===== config.mk =====
export PLATFORM = sky130hd
export DESIGN_NAME = mulu_seq
export DESIGN_NICKNAME = d
export VERILOG_FILES = /design/src/rtl/mulu_seq.sv
export SDC_FILE = /design/constraint.sdc
export NUM_CORES = 1
export LEC_CHECK = 0
export ABC_AREA = 1
export CORE_ASPECT_RATIO = 0.6
export CORE_MARGIN = 2
export CORE_UTILIZATION = 35
export DETAILED_ROUTE_END_ITERATION = 8
export DONT_BUFFER_PORTS = 1
export MAX_ROUTING_LAYER = met4
export PLACE_DENSITY = 0.5
export RECOVER_POWER = 50
export SLEW_MARGIN = 20
export SYNTH_ARGS = -nofsm -noshare
export SYNTH_HDL_FRONTEND = slang
export SYNTH_SLANG_ARGS = --single-unit

===== constraint.sdc =====
create_clock -name clk -period 2.8 [get_ports clk]
set_clock_uncertainty 0.05 [all_clocks]
set_input_delay 0.84 -clock clk [delete_from_list [all_inputs] [get_ports clk]]
set_output_delay 0.84 -clock clk [all_outputs]
set_load 0.005 [all_outputs]

===== src/rtl/mulu_seq.sv =====
// mulu_seq: sequential unsigned shift-add multiplier.
// Takes two W-bit operands when start is seen in IDLE, consumes one multiplier
// bit per clock for W clocks, then presents a registered 2W-bit product
// together with a single-cycle done pulse.

module mulu_seq #(
    parameter int W = 8
) (
    input  logic           clk,
    input  logic           rst_n,
    input  logic           start,
    input  logic [W-1:0]   multiplicand,
    input  logic [W-1:0]   multiplier,
    output logic [2*W-1:0] product,
    output logic           busy,
    output logic           done
);

    localparam int CW = (W > 2) ? $clog2(W) : 1;
    localparam logic [CW-1:0] LAST_CNT = CW'(W - 1);

    typedef enum logic [1:0] {
        IDLE = 2'd0,
        RUN  = 2'd1,
        DONE = 2'd2
    } state_t;

    state_t          state_q;
    logic [2*W:0]    acc_q;
    logic [2*W:0]    acc_d;
    logic [W-1:0]    mreg_q;
    logic [CW-1:0]   cnt_q;
    logic [W:0]      sum_d;
    logic [2*W-1:0]  product_q;
    logic            busy_q;
    logic            done_q;

    // One iteration: add the multiplicand into the upper half when the current
    // multiplier bit is set, keeping the carry, then shift the whole accumulator right.
    always_comb begin
        sum_d = {1'b0, acc_q[2*W-1:W]} + (acc_q[0] ? {1'b0, mreg_q} : {(W+1){1'b0}});
        acc_d = {1'b0, sum_d, acc_q[W-1:1]};
    end

    // Control FSM plus datapath registers; all outputs come straight from flops.
    always_ff @(posedge clk or negedge rst_n) begin
        if (!rst_n) begin
            state_q   <= IDLE;
            acc_q     <= '0;
            mreg_q    <= '0;
            cnt_q     <= '0;
            product_q <= '0;
            busy_q    <= 1'b0;
            done_q    <= 1'b0;
        end else begin
            case (state_q)
                IDLE: begin
                    done_q <= 1'b0;
                    if (start) begin
                        acc_q   <= {1'b0, {W{1'b0}}, multiplier};
                        mreg_q  <= multiplicand;
                        cnt_q   <= '0;
                        busy_q  <= 1'b1;
                        state_q <= RUN;
                    end else begin
                        busy_q  <= 1'b0;
                    end
                end
                RUN: begin
                    acc_q <= acc_d;
                    cnt_q <= cnt_q + 1'b1;
                    if (cnt_q == LAST_CNT) begin
                        product_q <= acc_d[2*W-1:0];
                        busy_q    <= 1'b0;
                        done_q    <= 1'b1;
                        state_q   <= DONE;
                    end
                end
                DONE: begin
                    done_q  <= 1'b0;
                    busy_q  <= 1'b0;
                    state_q <= IDLE;
                end
                default: begin
                    busy_q  <= 1'b0;
                    done_q  <= 1'b0;
                    state_q <= IDLE;
                end
            endcase
        end
    end

    assign product = product_q;
    assign busy    = busy_q;
    assign done    = done_q;

endmodule


### Word level (Yosys, flattened, before mapping)

Cells that the tools add are included.

| word-level totals | value |
|---|---|
| register bits after elaboration | 47 |
| input port bits | 19 |

| cells by class | value |
|---|---|
| add/sub/neg operators | 2 |
| equal/unequal tests | 4 |
| multiplexer cells | 13 |
| reduce and logical (&&, ||, !) cells | 6 |

Operator list:

| cell | number |
|---|---|
| $pmux 16 s2 | 1 |
| $mux 16 | 1 |
| $add 8x8->9 | 1 |
| $mux 8 | 1 |
| $reduce_and 2->1 | 4 |
| $pmux 3 s2 | 1 |
| $mux 1 | 4 |
| $mux 2 | 2 |
| $ne 2x2->1 const B | 2 |
| $pmux 2 s2 | 1 |
| $add 3x1->3 const B | 1 |
| $eq 3x3->1 const B | 1 |
| $mux 3 | 1 |
| $eq 2x1->1 const B | 1 |
| $logic_not 2->1 | 1 |
| $pmux 1 s2 | 1 |
| $reduce_bool 2->1 | 1 |

### Logic depth before layout (Yosys ltp)

| logic depth | value |
|---|---|
| depth after elaboration | 3 |
| depth in mapped cells | 13 |

### Worst setup path after synthesis

Ideal clock, no wire load.

| path | value |
|---|---|
| path kind | register -> register |
| start point | reg acc_q[0] |
| end point | reg acc_q[15] |
| setup time | 0.117 ns |
| arrival | 1.675 ns |
| data required time | 2.633 ns |
| path slack | 0.959 ns |
| cell stages (with the launch flop) | 14 |
| path buffers | 1 |
| path through | dfrtp_1 > clkbuf_1 > nand2_1 > inv_1 > ha_1 > fa_1 > nand2_1 > nand2_1 > nand3_1 > nand2_1 > nand2_1 > nand2_1 > nand2_1 > nand2_1 |

| on the way | value |
|---|---|
| cells in the longest elaborated chain, start to end | 3 |

Ends and longest elaborated chain:

| what | line | text |
|---|---|---|
| start: declaration | 29 | `logic [2*W:0] acc_q;` |
| start signal: assignment | 60 | `acc_q <= {1'b0, {W{1'b0}}, multiplier};` |
| $mux 8 | 41 | `sum_d = {1'b0, acc_q[2*W-1:W]} + (acc_q[0] ? {1'b0, mreg_q} : {(W+1){1'b0}});` |
| $add 8x8->9 | 41 |  |
| $pmux 16 s2 | 56 | `case (state_q)` |

No other way between the ends.
A chain may end at the register's enable or synchronous reset.

### Final worst setup path

Ends and elaborated chain as after synthesis.

==> summary.md <==
| Metric | Value |
|---|---|
| Final setup violation count | 0 |
| Post-synth top area cell | dfrtp_1 |
| Critical path buffers and inverters | 1 |
| Synth Flop Type | dfrtp_1 |
| Crit-path most repeated cell | nand2_1 |
| Synthesized area per cell | 9.207 sq um |
| Ranking of synthesized cells by area | dfrtp_1 51%, nand2_1 13%, ha_1 5.4% |
| Clk sinks | 47 |
| GR Overflow Total | 0 |
| Leak Pwr | 0.001300 uW |
| Outcome | completed |
| CP max-delay cell | dfrtp_1 |
| Clock root buffer | clkbuf_8 |
| Synth Register Bits | between 40 and 50 |
| Crit path DAT | around 2.1 ns |
| DP HPWL | roughly 3.5 mm |
| GRT Util Overall | 0.1533 |
| Final WL | approximately 4.9 mm |
| Period minus WS final | 1.944 ns |
| Global-route wire length before repair | approximately 8 mm |
| Die Y | 66.94 um |
| Area Overhead vs Synth | 6.335% |
| H-tree Lvls | 2 |
| Worst-path cell chain | nand2_1, inv_1, ha_1, fa_1, nand2_1, nand2_1, nand3_1, nand2_1, nand2_1, nand2_1, nand2_1, nand2_1 |
| Io pins | 37 |
| GPL Wtd Cong | ~0.83 |
| Endpoints failing hold | 0 |
| RSZ-0062 raised after global routing | false |
| CTS-repair resized insts | 0 |
| Cell count after synthesis | 251 |
| Internal Power | 1746 uW |
| Worst Path Required | 2.94 ns |
| Synthesized Nets | between 200 and 300 |
| Nets | between 200 and 300 |
| CTS clk-pin slew, worst paths | 0.09 ns |
| Period utilisation layout | 0.6942 |
| DRC viols | 0 |
| Startpoint types | register |
| Die X | 108.9 um |
| Crit Reg-Reg Startpoint | acc_q[0] |
| CTS Buf Count | 5 |
| Vias in the first global route | about 1500 |
| FMAX | roughly 500 MHz |
| Switching Share | 0.4355 |
| Post-synth top area share | 0.5089 |
| Std cell rows | 22 |
| Routed via count | between 1500 and 2000 |
| Number of synthesized flops with an enable pin | 0 |
| Max cap viols | 0 |
| Crit-path max FO | 9 |
| DRT iter0 DRCs | just over 60 |
| Clk buf depth | 2 |
| Clock tree from TritonCTS | built |
| Worst reg2reg setup slack | ~0.86 ns |
| TNS Setup | 0 ns |
| Reg-to-Reg End | acc_q[15] |
| Die area | about 7300 sq um |
| Async SR Flop Fraction | 1.000 |
| Crit path largest cell delay | between 0.4 and 0.5 ns |
| Combinational power share | 0.473 |
| Count leader, synth | nand2_1 |
| Starting Density | 0.3698 |
| Worst rel slew slack | 0.6618 |
| Largest net degree at the start of global routing | 48 |
| Core area | ~6200 sq um |
| WL/cell | between 10 and 15 um |
| Hold buffers post-CTS | 0 |
| Vias/cell | 4.562 |
| Synth cell types | 29 |
| Max-slew violation count | 0 |
| Sequential Power Share | 0.398 |
| Cell Area, Synth | 2311 sq um |
| Critical path class | register to register |
| Final Total Pwr | approximately 3100 uW |
| Post-CTS Repair Setup Buffers | 0 |
| Reg2reg path depth | 12 |
| 1st-pass router iterations | 4 |
| Clock share of power | 0.130 |
| Slew at the pin with the worst max-slew slack | 0.5061 ns |
| Worst setup EP type | register |
| Pwr dens | about 1300 nW/um^2 |
| Later-pin clock latency in the skew report | roughly 0.3 ns |
| Final ANT Viol Nets | 0 |
| Proportion of layout cells with a drive suffix above 1 | 0.1299 |
| Sw power | ~1300 uW |
| Hold Path Class | input pin to asynchronous set/reset pin |
| Yosys Warn Count | 0 |
| Antenna Cells | 0 |
| Sequential element share of the synthesized area | 0.5089 |
| Post-synth top cells | 78 x nand2_1, 47 x dfrtp_1, 29 x inv_1 |
| Top cell family by delay on the critical path | simple AND/OR/NAND/NOR gates |
| Peak supply drop | ~0.00036 V |
| Port Buffers | 0 |
| Initial antenna violation count | 0 |
worst max path at each step:
stage / depth (start not counted) / end / startpoint / slack, ns
finish: 12 / acc_q[15] / acc_q[0] / 0.86
global route: 12 / acc_q[15] / acc_q[0] / 0.70
CTS: 12 / acc_q[15] / acc_q[0] / 0.86
detailed placement: 12 / acc_q[15] / acc_q[0] / 0.87
global placement: 12 / product[15] / acc_q[0] / 0.91
floorplan: 13 / acc_q[15] / acc_q[0] / 0.96
layer usage:
| layer | global-route usage | up-vias | wire (um) |
|---|---|---|---|
| li1 | - | 810 | - |
| met1 | 0.2417 | 692 | 2864 |
| met2 | 0.1825 | 36 | 1698 |
| met3 | 0.04305 | 4 | 259 |
| met4 | 0.03846 | 0 | 32 |
| met5 | - | - | 0 |
cell families (layout without fill, tap and decap cells):
kind of cell / count (synthesis) / after routing / synth area share
AND/OR/NAND/NOR: 110 / 110 / 0.2068
multiplexers: 8 / 8 / 0.03898
flip-flops: 47 / 47 / 0.5089
buffers and inverters: 39 / 42 / 0.07363
AO/OA/AOI/OAI: 35 / 35 / 0.1050
XOR/XNOR: 1 / 1 / 0.003791
adder cells (fa/ha/maj): 11 / 11 / 0.06280
layout make-up:
cell class                 instances  area, sq um
sequential                        47         1176
clock inverter                     2        12.51
inverter                          33        126.4
clock buffer                       6        72.57
multi-input combinational        165        957.2
fill                             630         3791
timing repair buffer               1        7.507
tap                               84        105.1
cells in the final DEF, fill, tap and decap left out, types with 2 or more instances in the layout:
cell type / count
o211ai_1: 7
a22o_1: 2
a21oi_1: 4
clkbuf_8: 5
nand3_1: 18
nor2_1: 7
nand2_1: 79
dfrtp_1: 47
mux2_2: 8
inv_1: 29
inv_2: 3
nand3b_1: 2
ha_1: 10
o21ai_0: 10
o21ai_2: 10
power groups by stage:
stage,logic [uW],registers [uW],clock network [uW]
3_3_place_gp,1450,1240,0
6_report,1460,1230,401
5_1_grt,1690,1280,452
3_5_place_dp,1460,1250,0
4_1_cts,1460,1240,421
2_1_floorplan,1200,1170,0
state kept, by name, indices dropped and copies added (netlist names):
signal	flops
acc_q	16
busy	1
cnt_q	3
done	1
mreg_q	8
product	16
state_q	2
metrics by stage:
step	hold WS (ns)	utilization	instance area (sq um)	instances	setup WS, ns
global placement	0.4157	0.3809	2380	330	0.9132
finish	0.1763	0.3933	2457	338	0.8563
CTS	0.1632	0.3945	2465	338	0.8608
global route	0.1515	0.3933	2457	338	0.7032
detailed placement	0.4267	0.3809	2380	330	0.8732
floorplan	0.3998	-	2311	251	0.9585
Note: power is estimated with default switching activity, not from simulation.
